`config.mk`:
```
export PLATFORM = sky130hd
export DESIGN_NAME = dense_layer_ctrl
export DESIGN_NICKNAME = d
export VERILOG_FILES = /design/src/rtl/mnist_pkg.sv /design/src/rtl/elem_counter.sv /design/src/rtl/dense_layer_ctrl.sv
export SDC_FILE = /design/constraint.sdc
export NUM_CORES = 1
export LEC_CHECK = 0
export ABC_AREA = 1
export CAP_MARGIN = 25
export CORE_ASPECT_RATIO = 1.1
export CORE_MARGIN = 3
export CORE_UTILIZATION = 47
export CTS_CLUSTER_DIAMETER = 100
export DETAILED_ROUTE_END_ITERATION = 10
export GPL_TIMING_DRIVEN = 0
export HOLD_SLACK_MARGIN = 0.03
export MAX_ROUTING_LAYER = met4
export PLACE_DENSITY_LB_ADDON = 0.25
export SYNTH_ARGS = -nofsm -noshare
export SYNTH_HDL_FRONTEND = slang
export SYNTH_SLANG_ARGS = --single-unit
```
`constraint.sdc`:
```
create_clock -name clk -period 1.52 [get_ports clk]
set_input_delay 0.152 -clock clk [delete_from_list [all_inputs] [get_ports clk]]
set_output_delay 0.152 -clock clk [all_outputs]
set_load 0.01 [all_outputs]
```
`src/rtl/mnist_pkg.sv`:
```
// rtl/mnist_pkg.sv - shared types and default dimensions for the MNIST datapath
package mnist_pkg;

    typedef enum logic [2:0] {
        IDLE,
        ACCUM,
        DRAIN,
        LOAD,
        OUT
    } dense_state_e;

    localparam int DENSE1_IN_DIM   = 784;
    localparam int DENSE1_OUT_DIM  = 128;
    localparam int DENSE2_OUT_DIM  = 10;
    localparam int MAC_LAT_DEFAULT = 2;

    // Counter width that stays legal (>=1) for tiny or zero ranges.
    function automatic int cnt_width(input int n);
        return (n > 1) ? $clog2(n) : 1;
    endfunction

endpackage

```
`src/rtl/elem_counter.sv`:
```
// rtl/elem_counter.sv - up-counter with enable, clear and terminal-count flag
module elem_counter #(
    parameter int WIDTH = 4,
    parameter int MAX   = 3
) (
    input  logic             clk,
    input  logic             rst,
    input  logic             clr,
    input  logic             en,
    output logic [WIDTH-1:0] cnt,
    output logic             tc
);

    localparam logic [WIDTH-1:0] MAX_V = WIDTH'(MAX);

    logic [WIDTH-1:0] cnt_q;
    logic [WIDTH-1:0] cnt_d;

    assign cnt = cnt_q;
    assign tc  = (cnt_q == MAX_V);

    // Wraps to zero on the terminal count so the next run starts clean.
    always_comb begin
        cnt_d = cnt_q;
        if (clr) begin
            cnt_d = '0;
        end else if (en) begin
            cnt_d = tc ? '0 : cnt_q + 1'b1;
        end
    end

    always_ff @(posedge clk) begin
        if (rst) begin
            cnt_q <= '0;
        end else begin
            cnt_q <= cnt_d;
        end
    end

endmodule

```
`src/rtl/dense_layer_ctrl.sv`:
```
// rtl/dense_layer_ctrl.sv - dense layer sequencer; DENSE_CTRL_PERF_EN adds stall/cycle counters
module dense_layer_ctrl
    import mnist_pkg::*;
#(
    parameter int IN_DIM  = DENSE1_IN_DIM,
    parameter int MAC_LAT = MAC_LAT_DEFAULT,
    parameter int ADDR_W  = $clog2(IN_DIM)
) (
    input  logic              clk,
    input  logic              rst,
    input  logic              i_start,
    input  logic              i_valid,
    output logic              o_ready,
    output logic [ADDR_W-1:0] o_w_addr,
    output logic              o_mac_en,
    output logic              o_acc_clr,
    output logic              o_rf_load,
    output logic              o_valid,
    input  logic              i_ready,
    output logic              o_busy,
`ifdef DENSE_CTRL_PERF_EN
    output logic [31:0]       o_stall_cnt,
    output logic [31:0]       o_cycle_cnt,
`endif
    output logic              o_done
);

    localparam int DRAIN_W = cnt_width(MAC_LAT);
    localparam int DRAIN_MAX = (MAC_LAT > 0) ? MAC_LAT - 1 : 0;

    dense_state_e        state_q;
    dense_state_e        state_d;
    logic                start_acc;
    logic                handshake;
    logic                elem_last;
    logic                drain_last;
    logic [DRAIN_W-1:0]  drain_cnt;
    logic                drain_cnt_unused;

    assign start_acc = !rst && (state_q == IDLE) && i_start;
    assign handshake = !rst && (state_q == ACCUM) && i_valid;

    assign o_ready   = (state_q == ACCUM);
    assign o_mac_en  = handshake;
    assign o_acc_clr = start_acc;
    assign o_rf_load = (state_q == LOAD);
    assign o_valid   = (state_q == OUT);
    assign o_busy    = (state_q != IDLE);
    assign o_done    = !rst && (state_q == OUT) && i_ready;

    elem_counter #(.WIDTH(ADDR_W), .MAX(IN_DIM - 1)) u_elem_cnt (
        .clk (clk),
        .rst (rst),
        .clr (start_acc),
        .en  (handshake),
        .cnt (o_w_addr),
        .tc  (elem_last)
    );

    elem_counter #(.WIDTH(DRAIN_W), .MAX(DRAIN_MAX)) u_drain_cnt (
        .clk (clk),
        .rst (rst),
        .clr (start_acc),
        .en  (state_q == DRAIN),
        .cnt (drain_cnt),
        .tc  (drain_last)
    );

    assign drain_cnt_unused = ^drain_cnt;

    always_comb begin
        state_d = state_q;
        case (state_q)
            IDLE:    if (i_start) state_d = ACCUM;
            ACCUM:   if (handshake && elem_last) state_d = (MAC_LAT == 0) ? LOAD : DRAIN;
            DRAIN:   if (drain_last) state_d = LOAD;
            LOAD:    state_d = OUT;
            OUT:     if (i_ready) state_d = IDLE;
            default: state_d = IDLE;
        endcase
    end

    always_ff @(posedge clk) begin
        if (rst) begin
            state_q <= IDLE;
        end else begin
            state_q <= state_d;
        end
    end

`ifdef DENSE_CTRL_PERF_EN
    logic [31:0] stall_q;
    logic [31:0] stall_d;
    logic [31:0] cycle_q;
    logic [31:0] cycle_d;
    logic        stall_hit;

    assign stall_hit   = ((state_q == ACCUM) && !i_valid) || ((state_q == OUT) && !i_ready);
    assign o_stall_cnt = stall_q;
    assign o_cycle_cnt = cycle_q;

    always_comb begin
        stall_d = stall_q;
        cycle_d = cycle_q;
        if (start_acc) begin
            stall_d = '0;
            cycle_d = '0;
        end else begin
            if (stall_hit && (stall_q != '1)) stall_d = stall_q + 32'd1;
            if ((state_q != IDLE) && (cycle_q != '1)) cycle_d = cycle_q + 32'd1;
        end
    end

    always_ff @(posedge clk) begin
        if (rst) begin
            stall_q <= '0;
            cycle_q <= '0;
        end else begin
            stall_q <= stall_d;
            cycle_q <= cycle_d;
        end
    end
`endif

endmodule

```
==> summary.md <==
| Metric | Value |
|---|---|
| Outcome | completed |
| Register area | 292.8 µm² |
| Post-Syn Instances | 129 |
| Power share of the clock group | 0.369 |
| Most frequent cells in the layout | 33 x nand2_1, 18 x inv_1, 14 x nor2_1 |
| Total Wirelength | 1.946 mm |
| Routed len/inst | 11.31 µm |
| Pint | 0.5554 mW |
| Leakage | 0.5072 nW |
| Fmax | 692.8 MHz |
| Vias in the first global route | 777 |
| Starting Density | 0.5171 |
| Final min period | 1.443 ns |
| Sw Share | 0.2498 |
| Global Route met2 Usage | 0.3303 |
| Clk_lat worst skew | 0.29 ns |
| Pre-CTS setup slack | -0.3531 ns |
| RSZ-0062 raised after global routing | false |
| Die area | 2318 µm² |
| DIE WIDTH | 46.18 µm |
| HPWL after detailed placement | 1.440 mm |
| DRT iter0 DRCs | 20 |
| Crit Path Category | reg2out |
| Synth warnings | 0 |
| Min-delay src | rst |
| Syn_nets | 135 |
| Port buffer count | 21 |
| Total power | 0.7402 mW |
| Worst vdd ir | 527.1 µV |
| Synth-to-Final Area Change | 36.13% |
| Max-slew violation count | 0 |
| Register-to-register setup slack | 0.12 ns |
| Synth unique cells | 20 |
| Clk sinks | 14 |
| Worst EP arrival | 1.29 ns |
| #FFs+latches synth | 14 |
| Setup TNS | 0 ns |
| Tot GR Track Use | 0.1936 |
| First-pass GRT wire length | 3.215 mm |
| Via density per instance | 5.227 |
| Core footprint | 1614 µm² |
| CTS tree | done |
| Combined area of all synthesized cells | 834.6 µm² |
| CP Buf/Inv Count | 1 |
| Multi-input gate area | 481.7 µm² |
| Commonest non-fill, non-tap cell in the layout | nand2_1 |
| # rows | 15 |
| Worst path top cell family by delay | buffers and inverters |
| Num CTS Buffers | 3 |
| Worst slew pin tran | 0.2529 ns |
| Routed via count | 899 |
| Worst Setup End Kind | primary output |
| Clock buffer depth | 2 |
| WHS Path Cells | 2 |
| H-tree depth | 1 |
| Largest net degree at the start of global routing | 11 |
| ANT nets after route | 0 |
| RR Startpoint | u_elem_cnt.cnt[0]$_SDFFE_PP0P_ |
| Max-Slew Margin vs Limit | 0.8310 |
| WHS Endpoint | state_q[2]$_SDFFE_PP0P_ |
| Sequential cell area fraction in the yosys report | 0.3358 |
| Avg Inst Size Synth | 6.469 µm² |
| DRT Pass-1 Iters | 4 |
| CTS root buffer | clkbuf_4 |
| # fillers | 145 |
| Ports | 22 |
| Die H | 50.20 µm |
| Layout Utilization | 0.7039 |
| GPL Wtd Cong | 0.8384 |
| Busiest grt layer | met2 |
| CP max-delay cell | clkdlybuf4s50_1 |
| Worst endpoint required time | 1.37 ns |
| Final hold vios | 0 |
| CP cell instances | clkdlybuf4s50_1 |
| Worst Reg-to-Reg Cells | 8 |
| CP Max Fanout | 6 |
| Layout cell share with drive strength beyond 1 | 0.1871 |
| Reg clk slew, reported paths | 0.08 ns |
| Max incr delay on CP | 0.58 ns |
| CP startpoint kind | flip-flop |
| Initial antenna violation count | 0 |
| Met1 usage | 0.2031 |
| MaxCap Viol Count | 0 |
| Reg power frac | 0.508 |
| Final period util | 0.9496 |
| Worst hold slack | 0.2514 ns |
| Sw Pwr | 0.1849 mW |
| Hold WC Path Type | in2reg |
| Met3 usage | 0.03584 |
| GRT overflow | 0 |
| Power Density | 651.6 nW/µm² |
| Setup-failing EPs final | 0 |
| FF-to-FF End | u_elem_cnt.cnt[4]$_SDFFE_PP0P_ |
| # diodes | 0 |
| Nets | 162 |
| Combinational power share | 0.123 |
| Drt drc | 0 |
| Final Skew | 0.007298 ns |
| Slack of the critical path | 0.07656 ns |
==> power groups by stage <==
stage | Sequential, mW | Combinational [mW] | Clock, mW
finish | 0.376 | 0.0909 | 0.273
global route | 0.377 | 0.102 | 0.290
CTS | 0.376 | 0.0885 | 0.275
detailed placement | 0.383 | 0.0893 | 0
global placement | 0.383 | 0.0883 | 0
floorplan | 0.383 | 0.0520 | 0
==> cells in the mapped netlist <==
| master | number | area (µm²) |
|---|---|---|
| nor2_4 | 1 | 11.26 |
| nand3_1 | 11 | 55.05 |
| or2_2 | 1 | 6.260 |
| ha_1 | 1 | 12.51 |
| a21oi_1 | 10 | 50.05 |
| inv_2 | 4 | 15.01 |
| o21bai_1 | 2 | 15.01 |
| inv_1 | 19 | 71.32 |
| nor3_1 | 2 | 10.01 |
| buf_6 | 1 | 11.26 |
| nor2_1 | 16 | 60.06 |
| nor2_2 | 2 | 12.51 |
| nand3_2 | 2 | 20.02 |
| nand2_1 | 33 | 123.9 |
| nand4_1 | 5 | 31.28 |
| nand3_4 | 1 | 17.52 |
| xnor2_1 | 1 | 8.760 |
| xor2_1 | 2 | 17.52 |
| dfxtp_1 | 14 | 280.3 |
| o21ai_0 | 1 | 5.000 |
==> stage by stage <==
step	cell area (µm²)	std cells
after floorplan	834.6	129
after global placement	1066	167
after detailed placement	1066	167
after CTS	1119	171
after global routing	1136	172
final	1136	172
==> per-layer routing <==
metal,vias to the layer above,part of all wire
li1,461,-
met1,411,0.43
met2,22,0.50
met3,5,0.046
met4,0,0.023
met5,-,0
==> repair_timing <==
item                       4_1_cts  5_1_grt
setup buffers                    0        1
pin swaps                        1        1
setup endpoints to repair        7       10
gates resized for setup         21        8
hold buffers                     0        0
==> cells by family after synthesis <==
logic type / count (synthesis) / synth area share
xor+xnor: 3 / 0.03149
simple gates: 74 / 0.4168
fa+ha+maj: 1 / 0.01499
compound gates: 13 / 0.08395
buf+inv: 24 / 0.1169
flops: 14 / 0.3358
==> flip-flops by register name, indices dropped and copies added (netlist names) <==
register / flops
u_drain_cnt.cnt: 1
state_q: 3
u_elem_cnt.cnt: 10
==> layout make-up <==
class | count | share of cell area
clock buffer | 4 | 0.03194
inverter | 23 | 0.07819
multi-input combinational | 91 | 0.4240
sequential | 14 | 0.2577
tap | 17 | 0.01872
buffer | 1 | 0.009912
timing repair buffer | 22 | 0.1795
==> worst max path at each step <==
stage | cells past startpoint | to | startpoint | slack [ns]
after floorplan | 8 | u_elem_cnt.cnt[5]$_SDFFE_PP0P_ | u_elem_cnt.cnt[0]$_SDFFE_PP0P_ | 0.19
after global placement | 6 | o_mac_en | rst | -0.34
after detailed placement | 6 | o_mac_en | rst | -0.35
after CTS | 3 | o_busy | state_q[0]$_SDFFE_PP0P_ | -0.03
after global routing | 5 | o_mac_en | state_q[2]$_SDFFE_PP0P_ | 0.005
final | 1 | o_w_addr[5] | u_elem_cnt.cnt[5]$_SDFFE_PP0P_ | 0.08
Power figures use the tool's default switching activity.
